<file path="src/rtl/comparator_stats_4_bit_if.sv">
// Bundle between the 4-bit magnitude comparator and its statistics stage.
// Carries the qualified one-hot flags in, and the registered statistics and FSM state out.
interface comparator_stats_4_bit_if #(
   parameter int CNT_W = 8,
   parameter int RUN_W = 4
);
   logic             clear;
   logic             in_valid;
   logic             a_eq_b;
   logic             a_gt_b;
   logic             a_lt_b;
   logic [CNT_W-1:0] eq_count;
   logic [CNT_W-1:0] gt_count;
   logic [CNT_W-1:0] lt_count;
   logic [CNT_W-1:0] total_count;
   logic [1:0]       last_result;
   logic [RUN_W-1:0] run_len;
   logic             alert;
   logic             err;
   logic [1:0]       fsm_state;

   // Handshake: in_valid qualifies the three flags for exactly the cycle it is high.
   // There is no ready; the stage accepts one sample on every valid cycle.
   modport slave (
      input  clear, in_valid, a_eq_b, a_gt_b, a_lt_b,
      output eq_count, gt_count, lt_count, total_count,
             last_result, run_len, alert, err, fsm_state
   );

   modport master (
      output clear, in_valid, a_eq_b, a_gt_b, a_lt_b,
      input  eq_count, gt_count, lt_count, total_count,
             last_result, run_len, alert, err, fsm_state
   );
endinterface

</file>
<file path="src/rtl/comparator_stats_4_bit.sv">
// Statistics stage for the 4-bit comparator: saturating outcome counters, run-length
// tracking with a run-limit alert FSM, and a sticky flag for non-one-hot inputs.
module comparator_stats_4_bit #(
   parameter int CNT_W     = 8,
   parameter int RUN_W     = 4,
   parameter int RUN_LIMIT = 4
) (
   input logic                    clk,
   input logic                    rst,
   comparator_stats_4_bit_if.slave bus
);

   localparam logic [1:0] IDLE  = 2'b00;
   localparam logic [1:0] TRACK = 2'b01;
   localparam logic [1:0] ALERT = 2'b10;

   localparam logic [1:0] CODE_EQ = 2'b01;
   localparam logic [1:0] CODE_GT = 2'b10;
   localparam logic [1:0] CODE_LT = 2'b11;

   localparam logic [RUN_W-1:0] LIMIT   = RUN_W'(RUN_LIMIT);
   localparam logic [RUN_W-1:0] RUN_ONE = RUN_W'(1);

   logic [CNT_W-1:0] eq_q;
   logic [CNT_W-1:0] gt_q;
   logic [CNT_W-1:0] lt_q;
   logic [CNT_W-1:0] total_q;
   logic [1:0]       last_q;
   logic [RUN_W-1:0] run_q;
   logic             err_q;
   logic [1:0]       state_q;
   logic [1:0]       state_d;

   logic [2:0]       flags;
   logic             one_hot;
   logic             legal;
   logic             illegal;
   logic [1:0]       code;
   logic             same;
   logic [RUN_W-1:0] run_d;

   function automatic logic [CNT_W-1:0] sat_cnt(input logic [CNT_W-1:0] v);
      return (&v) ? v : v + 1'b1;
   endfunction

   assign flags = {bus.a_eq_b, bus.a_gt_b, bus.a_lt_b};

   always_comb begin
      one_hot = 1'b0;
      code    = CODE_LT;
      case (flags)
         3'b100: begin one_hot = 1'b1; code = CODE_EQ; end
         3'b010: begin one_hot = 1'b1; code = CODE_GT; end
         3'b001: begin one_hot = 1'b1; code = CODE_LT; end
         default: begin one_hot = 1'b0; code = CODE_LT; end
      endcase
   end

   assign legal   = bus.in_valid & one_hot;
   assign illegal = bus.in_valid & ~one_hot;

   // last_q is 00 until the first legal sample, so the first sample never extends a run.
   assign same  = (code == last_q);
   assign run_d = same ? ((&run_q) ? run_q : run_q + 1'b1) : RUN_ONE;

   always_comb begin
      state_d = state_q;
      if (legal) begin
         case (state_q)
            IDLE:    state_d = (run_d >= LIMIT) ? ALERT : TRACK;
            TRACK:   if (run_d >= LIMIT) state_d = ALERT;
            ALERT:   if (!same) state_d = (run_d >= LIMIT) ? ALERT : TRACK;
            default: state_d = IDLE;
         endcase
      end
   end

   always_ff @(posedge clk) begin
      if (rst || bus.clear) begin
         eq_q    <= '0;
         gt_q    <= '0;
         lt_q    <= '0;
         total_q <= '0;
         last_q  <= 2'b00;
         run_q   <= '0;
         err_q   <= 1'b0;
         state_q <= IDLE;
      end else begin
         if (illegal) err_q <= 1'b1;
         if (legal) begin
            case (code)
               CODE_EQ: eq_q <= sat_cnt(eq_q);
               CODE_GT: gt_q <= sat_cnt(gt_q);
               default: lt_q <= sat_cnt(lt_q);
            endcase
            total_q <= sat_cnt(total_q);
            last_q  <= code;
            run_q   <= run_d;
         end
         state_q <= state_d;
      end
   end

   assign bus.eq_count    = eq_q;
   assign bus.gt_count    = gt_q;
   assign bus.lt_count    = lt_q;
   assign bus.total_count = total_q;
   assign bus.last_result = last_q;
   assign bus.run_len     = run_q;
   assign bus.alert       = (state_q == ALERT);
   assign bus.err         = err_q;
   assign bus.fsm_state   = state_q;

endmodule

</file>
<file path="src/flat_wrapper.sv">
// flat-port wrapper written by rule: the top's interface ports become plain ports
module comparator_stats_4_bit_flat 
#(
   parameter int CNT_W     = 8,
   parameter int RUN_W     = 4,
   parameter int RUN_LIMIT = 4
)
  (clk, rst, bus_clear, bus_in_valid, bus_a_eq_b, bus_a_gt_b, bus_a_lt_b, bus_eq_count, bus_gt_count, bus_lt_count, bus_total_count, bus_last_result, bus_run_len, bus_alert, bus_err, bus_fsm_state);
  comparator_stats_4_bit_if #(.CNT_W(CNT_W), .RUN_W(RUN_W)) bus_i ();
  input logic clk;
  input logic rst;
  input wire logic [$bits(bus_i.clear)-1:0] bus_clear;
  input wire logic [$bits(bus_i.in_valid)-1:0] bus_in_valid;
  input wire logic [$bits(bus_i.a_eq_b)-1:0] bus_a_eq_b;
  input wire logic [$bits(bus_i.a_gt_b)-1:0] bus_a_gt_b;
  input wire logic [$bits(bus_i.a_lt_b)-1:0] bus_a_lt_b;
  output wire logic [$bits(bus_i.eq_count)-1:0] bus_eq_count;
  output wire logic [$bits(bus_i.gt_count)-1:0] bus_gt_count;
  output wire logic [$bits(bus_i.lt_count)-1:0] bus_lt_count;
  output wire logic [$bits(bus_i.total_count)-1:0] bus_total_count;
  output wire logic [$bits(bus_i.last_result)-1:0] bus_last_result;
  output wire logic [$bits(bus_i.run_len)-1:0] bus_run_len;
  output wire logic [$bits(bus_i.alert)-1:0] bus_alert;
  output wire logic [$bits(bus_i.err)-1:0] bus_err;
  output wire logic [$bits(bus_i.fsm_state)-1:0] bus_fsm_state;
  assign bus_i.clear = bus_clear;
  assign bus_i.in_valid = bus_in_valid;
  assign bus_i.a_eq_b = bus_a_eq_b;
  assign bus_i.a_gt_b = bus_a_gt_b;
  assign bus_i.a_lt_b = bus_a_lt_b;
  assign bus_eq_count = bus_i.eq_count;
  assign bus_gt_count = bus_i.gt_count;
  assign bus_lt_count = bus_i.lt_count;
  assign bus_total_count = bus_i.total_count;
  assign bus_last_result = bus_i.last_result;
  assign bus_run_len = bus_i.run_len;
  assign bus_alert = bus_i.alert;
  assign bus_err = bus_i.err;
  assign bus_fsm_state = bus_i.fsm_state;
  comparator_stats_4_bit #(.CNT_W(CNT_W), .RUN_W(RUN_W), .RUN_LIMIT(RUN_LIMIT)) u_core (.clk(clk), .rst(rst), .bus(bus_i));
endmodule
</file>
<file path="config.mk">
export PLATFORM = sky130hd
export DESIGN_NAME = comparator_stats_4_bit_flat
export DESIGN_NICKNAME = d
export VERILOG_FILES = /design/src/rtl/comparator_stats_4_bit_if.sv /design/src/rtl/comparator_stats_4_bit.sv /design/src/flat_wrapper.sv
export SDC_FILE = /design/constraint.sdc
export NUM_CORES = 1
export LEC_CHECK = 0
export CORE_MARGIN = 2
export CORE_UTILIZATION = 30
export DETAILED_ROUTE_END_ITERATION = 10
export DONT_BUFFER_PORTS = 1
export PLACE_DENSITY = 0.45
export SYNTH_ARGS = -nofsm -noshare
export SYNTH_HDL_FRONTEND = slang
export SYNTH_SLANG_ARGS = --single-unit
</file>
<file path="constraint.sdc">
create_clock -name clk -period 1.9 [get_ports clk]
set_input_delay 0.285 -clock clk [delete_from_list [all_inputs] [get_ports clk]]
set_output_delay 0.285 -clock clk [all_outputs]
set_load 0.01 [all_outputs]
</file>
Word-level counts from Yosys, hierarchy flattened --
Cells that the tools add are included.
Storage, ports and cells: output and inout bits 42, flip-flop bits (word level) 41
Operators by class: add/subtract/negate cells 5, reductions and logical operators 14, multiplexer cells 8, bitwise logic cells 8, $lt $le $gt $ge 1, equal/unequal tests 10
Operators with widths (number):
- adder 8 x 1 -> 8 bit (second input constant) | 4
- AND reduction 8 bit | 4
- AND reduction 3 bit | 4
- two-way mux 4 bit | 2
- two-way mux 2 bit | 3
- NOT 1 bit | 6
- case mux 2 bit (3 select lines) | 1
- adder 4 x 1 -> 4 bit (second input constant) | 1
- == test 2 x 1 -> 1 bit (second input constant) | 2
- == test 2 bit (second input constant) | 2
- >= comparator 4 x 3 -> 1 bit (second input constant) | 1
- case mux 2 bit (2 select lines) | 1
- AND reduction 4 bit | 1
- == test 3 x 1 -> 1 bit (second input constant) | 1
- == test 3 x 2 -> 1 bit (second input constant) | 1
- == test 3 bit (second input constant) | 1
- OR reduction 3 bit | 1
- bitwise AND 1 bit | 2
- == test 2 bit | 1
- zero test 2 bit | 1
- inequality test 2 x 1 -> 1 bit (second input constant) | 1
- inequality test 2 bit (second input constant) | 1
- AND reduction 2 bit | 1
- OR reduction 2 bit | 1
- 2 further kinds | 2

Depth between registers and ports, before layout --
Gate-level depths: netlist of run 1.
depth in word-level cells 8, mapped depth 6

Least setup slack after synthesis of run 1 --
Ideal clock, no wire load.
path type flip-flop to flip-flop, start reg u_core.total_q[0], in the netlist u_core.bus.total_count[0], end reg u_core.total_q[5], in the netlist u_core.bus.total_count[5], setup slack 318 ps, cell stages (with the launch flop) 6, buffers on the path 0, period minus slack after synthesis 1582 ps, arrival time 1453 ps, cells stage by stage dfxtp_1 > ha_1 > nand2_1 > nor3_1 > nor4_1 > mux2i_1
Between the ends: word-level cells in the longest chain between the ends 3
Ends and longest elaborated chain:
- start, declared | line comparator_stats_4_bit.sv:27 | logic [CNT_W-1:0] total_q;
- start signal, assigned | line comparator_stats_4_bit.sv:96 | total_q <= sat_cnt(total_q);
- parallel branches: the longest is 3 deep, another holds adder 8 x 1 -> 8 bit
Several ways; the timed one is not identified. A chain may end at the register's enable or synchronous reset.

Worst setup path after layout of run 1 --
start reg u_core.total_q[0], in the netlist u_core.bus.total_count[0], end reg u_core.total_q[3], in the netlist u_core.bus.total_count[3]
Same word-level chain as after synthesis.

==> flow_metrics.tcl, run 1 <==
set metrics [dict create \
    status "complete, no violations" \
    cp_data_required_time_ps 2130 \
    whs_ps 135 \
    antenna_cells 0 \
    slowest_stage "or4_1" \
    reg2reg_slack_ps 250 \
    dieArea_mm2 0.00806 \
    syn_area_per_cell_um2 8.94 \
    ys_seq_area_frac 0.372 \
    timing.setup.tns_ps 0 \
    hpwl_um 3890 \
    dr.pass1.iters 4 \
    cts_tree "done" \
    path_class "flop to flop" \
    p_leak_uw 0.000783 \
    synth-async-reset-ratio 0 \
    io_buffers 0 \
    peakVddDrop_mv 0.217 \
    hold_viol 0 \
    setup_viol 0 \
    synth_edf_count 0 \
    ys.flop_type "dfxtp_1" \
    worstPathArrival_ps 1880 \
    grt_pass1_vias 1767 \
    postCtsSetupRepairBufs 0 \
    yosysWarnings 0 \
    ios 49 \
    worst_pin_slew_ps 483 \
    post_route_cells_drive_above_1_share 0.133 \
    initial_core_util 0.308 \
    grt_pass1_wl_um 9120 \
    synth_area_mm2 0.00221 \
    cp_top_family "simple AND/OR/NAND/NOR gates" \
    syn_inst 247 \
    endpoint_kind "flop" \
    synth-seq-cells 41 \
    place_congestion 0.696 \
    cts_max_path_buffers 2 \
    slew_headroom 0.676 \
    grt_antenna_before_repair 0 \
    drt.antenna.violating_nets 0 \
    fin_crit_sh 0.867 \
    numCtsBuffers 5 \
    synth_cell_type_count 57 \
    hold_path.class "input pin to flop" \
    seq_area_um2 821 \
    via_per_inst 5.44 \
    gr-total-overflow 0 \
    clkTransAtPathRegs_ps 90 \
    max_freq_mhz 607 \
    slew_viol_final 0 \
    core_area_mm2 0.00718 \
    worst_path_largest_cell_delay_ps 460 \
    drt_iter0_drc 100 \
    synth_nets 259 \
    cp_num_buf_inv 1 \
    multi_input_area_mm2 0.00128 \
    num_vias 1925 \
    nFillCells 746 \
    critPathMaxFanout 10 \
    wl_per_cell_um 16.2 \
    cts_sinks 41 \
    cap_violations 0 \
    die_w_um 89.8 \
    nets 266 \
    route.detailed.drc 0 \
    clk_latency_ps 290 \
    grt_max_degree 18 \
    fin_crit_ps 1650 \
    p_per_area_mw_per_mm2 635 \
    dieHeight_um 89.8 \
    rsz0062_at_grt "false" \
    drt_wl_total_um 5720 \
    root_buffer "clkbuf_8" \
    htreeDepth 2 \
    area_delta_synth_final_pct 10.4 \
    holdBufCountCts 0 \
    startpoint_type "flop" \
    post_cts_resized 0 \
    path_cells "ha_1 > nand2_1 > nor3_1 > buf_4 > or4_1 > a21oi_1" \
    num_rows 31 \
    track_usage 0.137 \
    timing.clock.skew_ps 7.63 \
]
==> metrics by stage <==
step / utilization / std cells / instance area, um2 / power (uW) / worst slack (ps)
detailed placement: 0.328 / 346 / 2360 / 999 / 266
global route: 0.340 / 354 / 2440 / 1620 / 107
floorplan: - / 247 / 2210 / 988 / 318
global placement: 0.328 / 346 / 2360 / 998 / 289
CTS: 0.340 / 354 / 2440 / 1580 / 256
finish: 0.340 / 354 / 2440 / 1550 / 252
==> sequential cells by signal (all words and copies together), names as in the netlist <==
signal / cells
u_core.bus.fsm_state: 2
u_core.bus.total_count: 8
u_core.bus.err: 1
u_core.bus.eq_count: 8
u_core.bus.gt_count: 8
u_core.bus.lt_count: 8
u_core.bus.last_result: 2
u_core.bus.run_len: 4
==> synthesized netlist by cell type, types with 3 or more instances <==
cell / number / area, um2
mux2i_1: 4 / 40.0
o31ai_1: 5 / 37.5
nand4_1: 4 / 25.0
or4_1: 8 / 60.1
a211oi_1: 3 / 22.5
xnor2_1: 4 / 35.0
nor3_1: 6 / 30.0
o211ai_1: 7 / 52.6
ha_1: 5 / 62.6
nor2_1: 22 / 82.6
xor2_1: 5 / 43.8
or3_1: 5 / 31.3
nand2_1: 16 / 60.1
clkbuf_1: 4 / 15.0
buf_2: 4 / 20.0
nand3_1: 16 / 80.1
dfxtp_1: 41 / 821
a21oi_1: 14 / 70.1
inv_1: 10 / 37.5
o21ai_0: 9 / 45.0
o41ai_1: 3 / 26.3
o2111ai_1: 5 / 43.8
==> layout make-up <==
type                       instances  share of cell area
multi-input combinational        184               0.526
clock buffer                       6              0.0298
timing repair buffer              12              0.0369
clock inverter                     2             0.00410
inverter                          10              0.0154
sequential                        41               0.337
tap                               99              0.0508
==> worst paths after layout <==
kind	start	endpoint	cells after the start
setup / recovery	u_core.bus.total_count[0]	u_core.bus.total_count[3]	6
hold / removal	bus_in_valid	u_core.bus.err	2
setup reg to reg	u_core.bus.total_count[0]	u_core.bus.total_count[3]	6
hold reg to reg	u_core.bus.gt_count[1]	u_core.bus.gt_count[1]	2
==> power by group <==
group,switching (uW),total [uW],internal (uW)
sequential,12.5,879,866
combinational,61.7,98.3,36.7
clock,316,571,255
==> placed cells by master, fill, tap and decap left out, types with 4 or more instances in the layout <==
cell type and instances:
dfxtp_1 41, or4_1 8, clkbuf_8 5, o211ai_1 7, xnor2_1 4, nand4_1 4, o21ai_0 9, o2111ai_1 5
nor3_1 6, mux2i_1 4, nor2_1 22, o31ai_1 5, nand3_1 16, nand2_1 16, buf_4 12, xor2_1 5
inv_1 10, or3_1 5, ha_1 5, a21oi_1 14
==> cell families after synthesis <==
logic type / after synthesis / share of synthesized area
compound gates: 69 / 0.239
xor+xnor: 10 / 0.0482
fa+ha+maj: 5 / 0.0283
buf+inv: 22 / 0.0470
flops: 41 / 0.372
mux: 4 / 0.0181
simple gates: 96 / 0.248
==> per-layer routing <==
metal	part of all wire	wire length (um)	track usage	vias up
met5	0	0	0	-
met4	0.0061	35	0.0308	0
met3	0.059	338	0.0427	4
met2	0.46	2620	0.220	53
met1	0.48	2730	0.183	916
li1	-	-	-	952
Note: power is estimated with default switching activity, not from simulation.
==> inputs of run 2 (changes only) <==
--- a/config.mk
+++ b/config.mk
@@ -8,8 +8,7 @@
 export CORE_MARGIN = 2
 export CORE_UTILIZATION = 30
 export DETAILED_ROUTE_END_ITERATION = 10
-export DONT_BUFFER_PORTS = 1
-export PLACE_DENSITY = 0.45
+export PLACE_DENSITY = 0.53
 export SYNTH_ARGS = -nofsm -noshare
 export SYNTH_HDL_FRONTEND = slang
 export SYNTH_SLANG_ARGS = --single-unit
==> constraint.sdc (replaced) <==
create_clock -name clk -period 1.7 [get_ports clk]
set_input_delay 0.255 -clock clk [delete_from_list [all_inputs] [get_ports clk]]
set_output_delay 0.255 -clock clk [all_outputs]
set_load 0.01 [all_outputs]
==> run 2 against run 1 <==
  * Final area grew 31%
  * Register-to-register slack worse by 100 ps
  * Highest routed layer unchanged
  * Critical endpoint is now u_core.bus.lt_count[7]
  * Via count rose by 12%
  * First-iteration DRC count fell by 27%
  * Clock power grew 24%
  * Power up 23%
  * Clock skew fell by 4.7 ps
  * Sequential share of layout area fell by 7.9 points
  * Hold slack better by 350 ps
  * Worst setup slack worse by 190 ps
  * Sequential cell count unchanged
==> flow_metrics.tcl, run 2 (synthesis gave the netlist of run 1 again) <==
set metrics [dict create \
    status "complete, no violations" \
    slowest_stage "clkdlybuf4s50_1" \
    clk_latency_ps 290 \
    grt_antenna_before_repair 0 \
    setup_viol 0 \
    grt_max_degree 20 \
    drt.antenna.violating_nets 0 \
    ios 49 \
    cp_num_buf_inv 1 \
    final_core_util 0.444 \
    io_buffers 48 \
    stdcell_count 426 \
    critPathMaxFanout 8 \
    path_cells "clkdlybuf4s50_1 > and4bb_2 > o21ai_2 > or4_1 > a21oi_1" \
    p_per_area_mw_per_mm2 597 \
    post_route_cells_drive_above_1_share 0.202 \
    nets 338 \
    reg2reg_slack_ps 150 \
    initial_core_util 0.308 \
    numCtsBuffers 5 \
    cts_sinks 41 \
    hpwl_um 3980 \
    endpoint_kind "flop" \
    timing.clock.skew_ps 2.91 \
    rsz0062_at_grt "false" \
    antenna_cells 0 \
    dr.pass1.iters 4 \
    peakVddDrop_mv 0.383 \
    core_area_mm2 0.00718 \
    seq_area_um2 822 \
    dp.cells 414 \
    max_freq_mhz 612 \
    drt_wl_total_um 5580 \
    area_delta_synth_final_pct 44.2 \
    route.detailed.drc 0 \
    grt_pass1_vias 1964 \
    fin_crit_ps 1630 \
    root_buffer "clkbuf_8" \
    worstPathArrival_ps 1860 \
    reg2regPathDepth 5 \
    fin_crit_sh 0.961 \
    path_class "input pin to flop" \
    worst_path_largest_cell_delay_ps 580 \
    crit_cells 5 \
    place_congestion 0.776 \
    multi_input_area_mm2 0.00133 \
    cap_violations 0 \
    p_leak_uw 0.00110 \
    num_rows 31 \
    pwr-share-clk 0.371 \
    cts_tree "done" \
    holdBufCountCts 0 \
    grt_pass1_wl_um 9300 \
    via_per_inst 5.05 \
    gr-total-overflow 0 \
    layout_commonest_cell "clkdlybuf4s50_1" \
    hold_depth 2 \
    power_switching_uw 458 \
    p_sw_frac 0.241 \
    drt_iter0_drc 73 \
    wl_per_cell_um 13.1 \
    num_vias 2151 \
    htreeDepth 2 \
    seqPwrFrac 0.515 \
    cts_max_path_buffers 2 \
    hold_path.class "flop to flop" \
    startpoint_type "input pin" \
    dieArea_mm2 0.00806 \
    nFillCells 730 \
    hold_viol 0 \
    dieHeight_um 89.8 \
    cp_top_family "simple AND/OR/NAND/NOR gates" \
    p_comb_frac 0.114 \
    slew_headroom 0.758 \
    slew_viol_final 0 \
    layout_setup_ws_ps 67.0 \
    internal_power_uw 1440 \
    layout_common_cells "clkdlybuf4s50_1, dfxtp_1, buf_4" \
    place_ws_ps -324 \
    die_w_um 89.8 \
    track_usage 0.136 \
    cp_data_required_time_ps 1930 \
    clkTransAtPathRegs_ps 80 \
    worst_pin_slew_ps 359 \
]
## run 2: final cells by class
type	count	area share
clock inverters	1	0.00157
well taps	99	0.0389
clock buffers	7	0.0302
inverters	10	0.0118
multi-input cells	185	0.418
flip-flops and latches	41	0.258
repair buffers	83	0.242
## run 2: final timing paths
kind | start | endpoint
max | bus_in_valid | u_core.bus.lt_count[7]
min | u_core.bus.err | u_core.bus.err
max reg2reg | u_core.bus.lt_count[0] | u_core.bus.lt_count[7]
min reg2reg | u_core.bus.err | u_core.bus.err
## run 2: what timing repair did
action / in CTS / in global routing
pin swaps: 1 / 4
hold endpoints to repair: 0 / 0
cloned: 0 / 1
setup buffers: 2 / 1
setup endpoints to repair: 2 / 19
gates resized for setup: 2 / 12
## run 2: per-stage QoR
step	area, um2	total power, uW	TNS (ps)	hold slack, ps
finish	3190	1900	0	490
global route	3190	1990	0	529
CTS	3130	1930	0	503
detailed placement	3000	1200	-7200	487
global placement	3000	1200	-6440	481
floorplan	2210	1100	0	431
## run 2: power by group through the flow
| stage | clock (uW) | sequential [uW] | combinational [uW] |
|---|---|---|---|
| final | 706 | 979 | 216 |
| after detailed placement | 0 | 1000 | 196 |
| after floorplan | 0 | 1000 | 100 |
| after CTS | 744 | 980 | 205 |
| after global placement | 0 | 1000 | 195 |
| after global routing | 775 | 982 | 235 |
## run 2: worst register-to-register path, cell delays in order, from the launching register on
cell and delay [ps]:
dfxtp_1 350, ha_1 260, nand3_1 130, o21ai_2 120, or4_1 490, a21oi_1 150
## run 2: layer usage
metal | GRT usage | up-vias | part of all wire
met2 | 0.217 | 38 | 0.46
met3 | 0.0293 | 4 | 0.042
met4 | 0.0385 | 0 | 0.0082
met5 | 0 | - | 0
met1 | 0.187 | 994 | 0.49
li1 | - | 1115 | -
==> inputs of run 3 (changes only) <==
--- a/config.mk
+++ b/config.mk
@@ -9,6 +9,7 @@
 export CORE_UTILIZATION = 30
 export DETAILED_ROUTE_END_ITERATION = 10
 export PLACE_DENSITY = 0.53
+export SKIP_LAST_GASP = 1
 export SYNTH_ARGS = -nofsm -noshare
 export SYNTH_HDL_FRONTEND = slang
 export SYNTH_SLANG_ARGS = --single-unit
==> results of run 3 <==
Same layout as run 2: the final DEF is identical, and so are final timing and power.
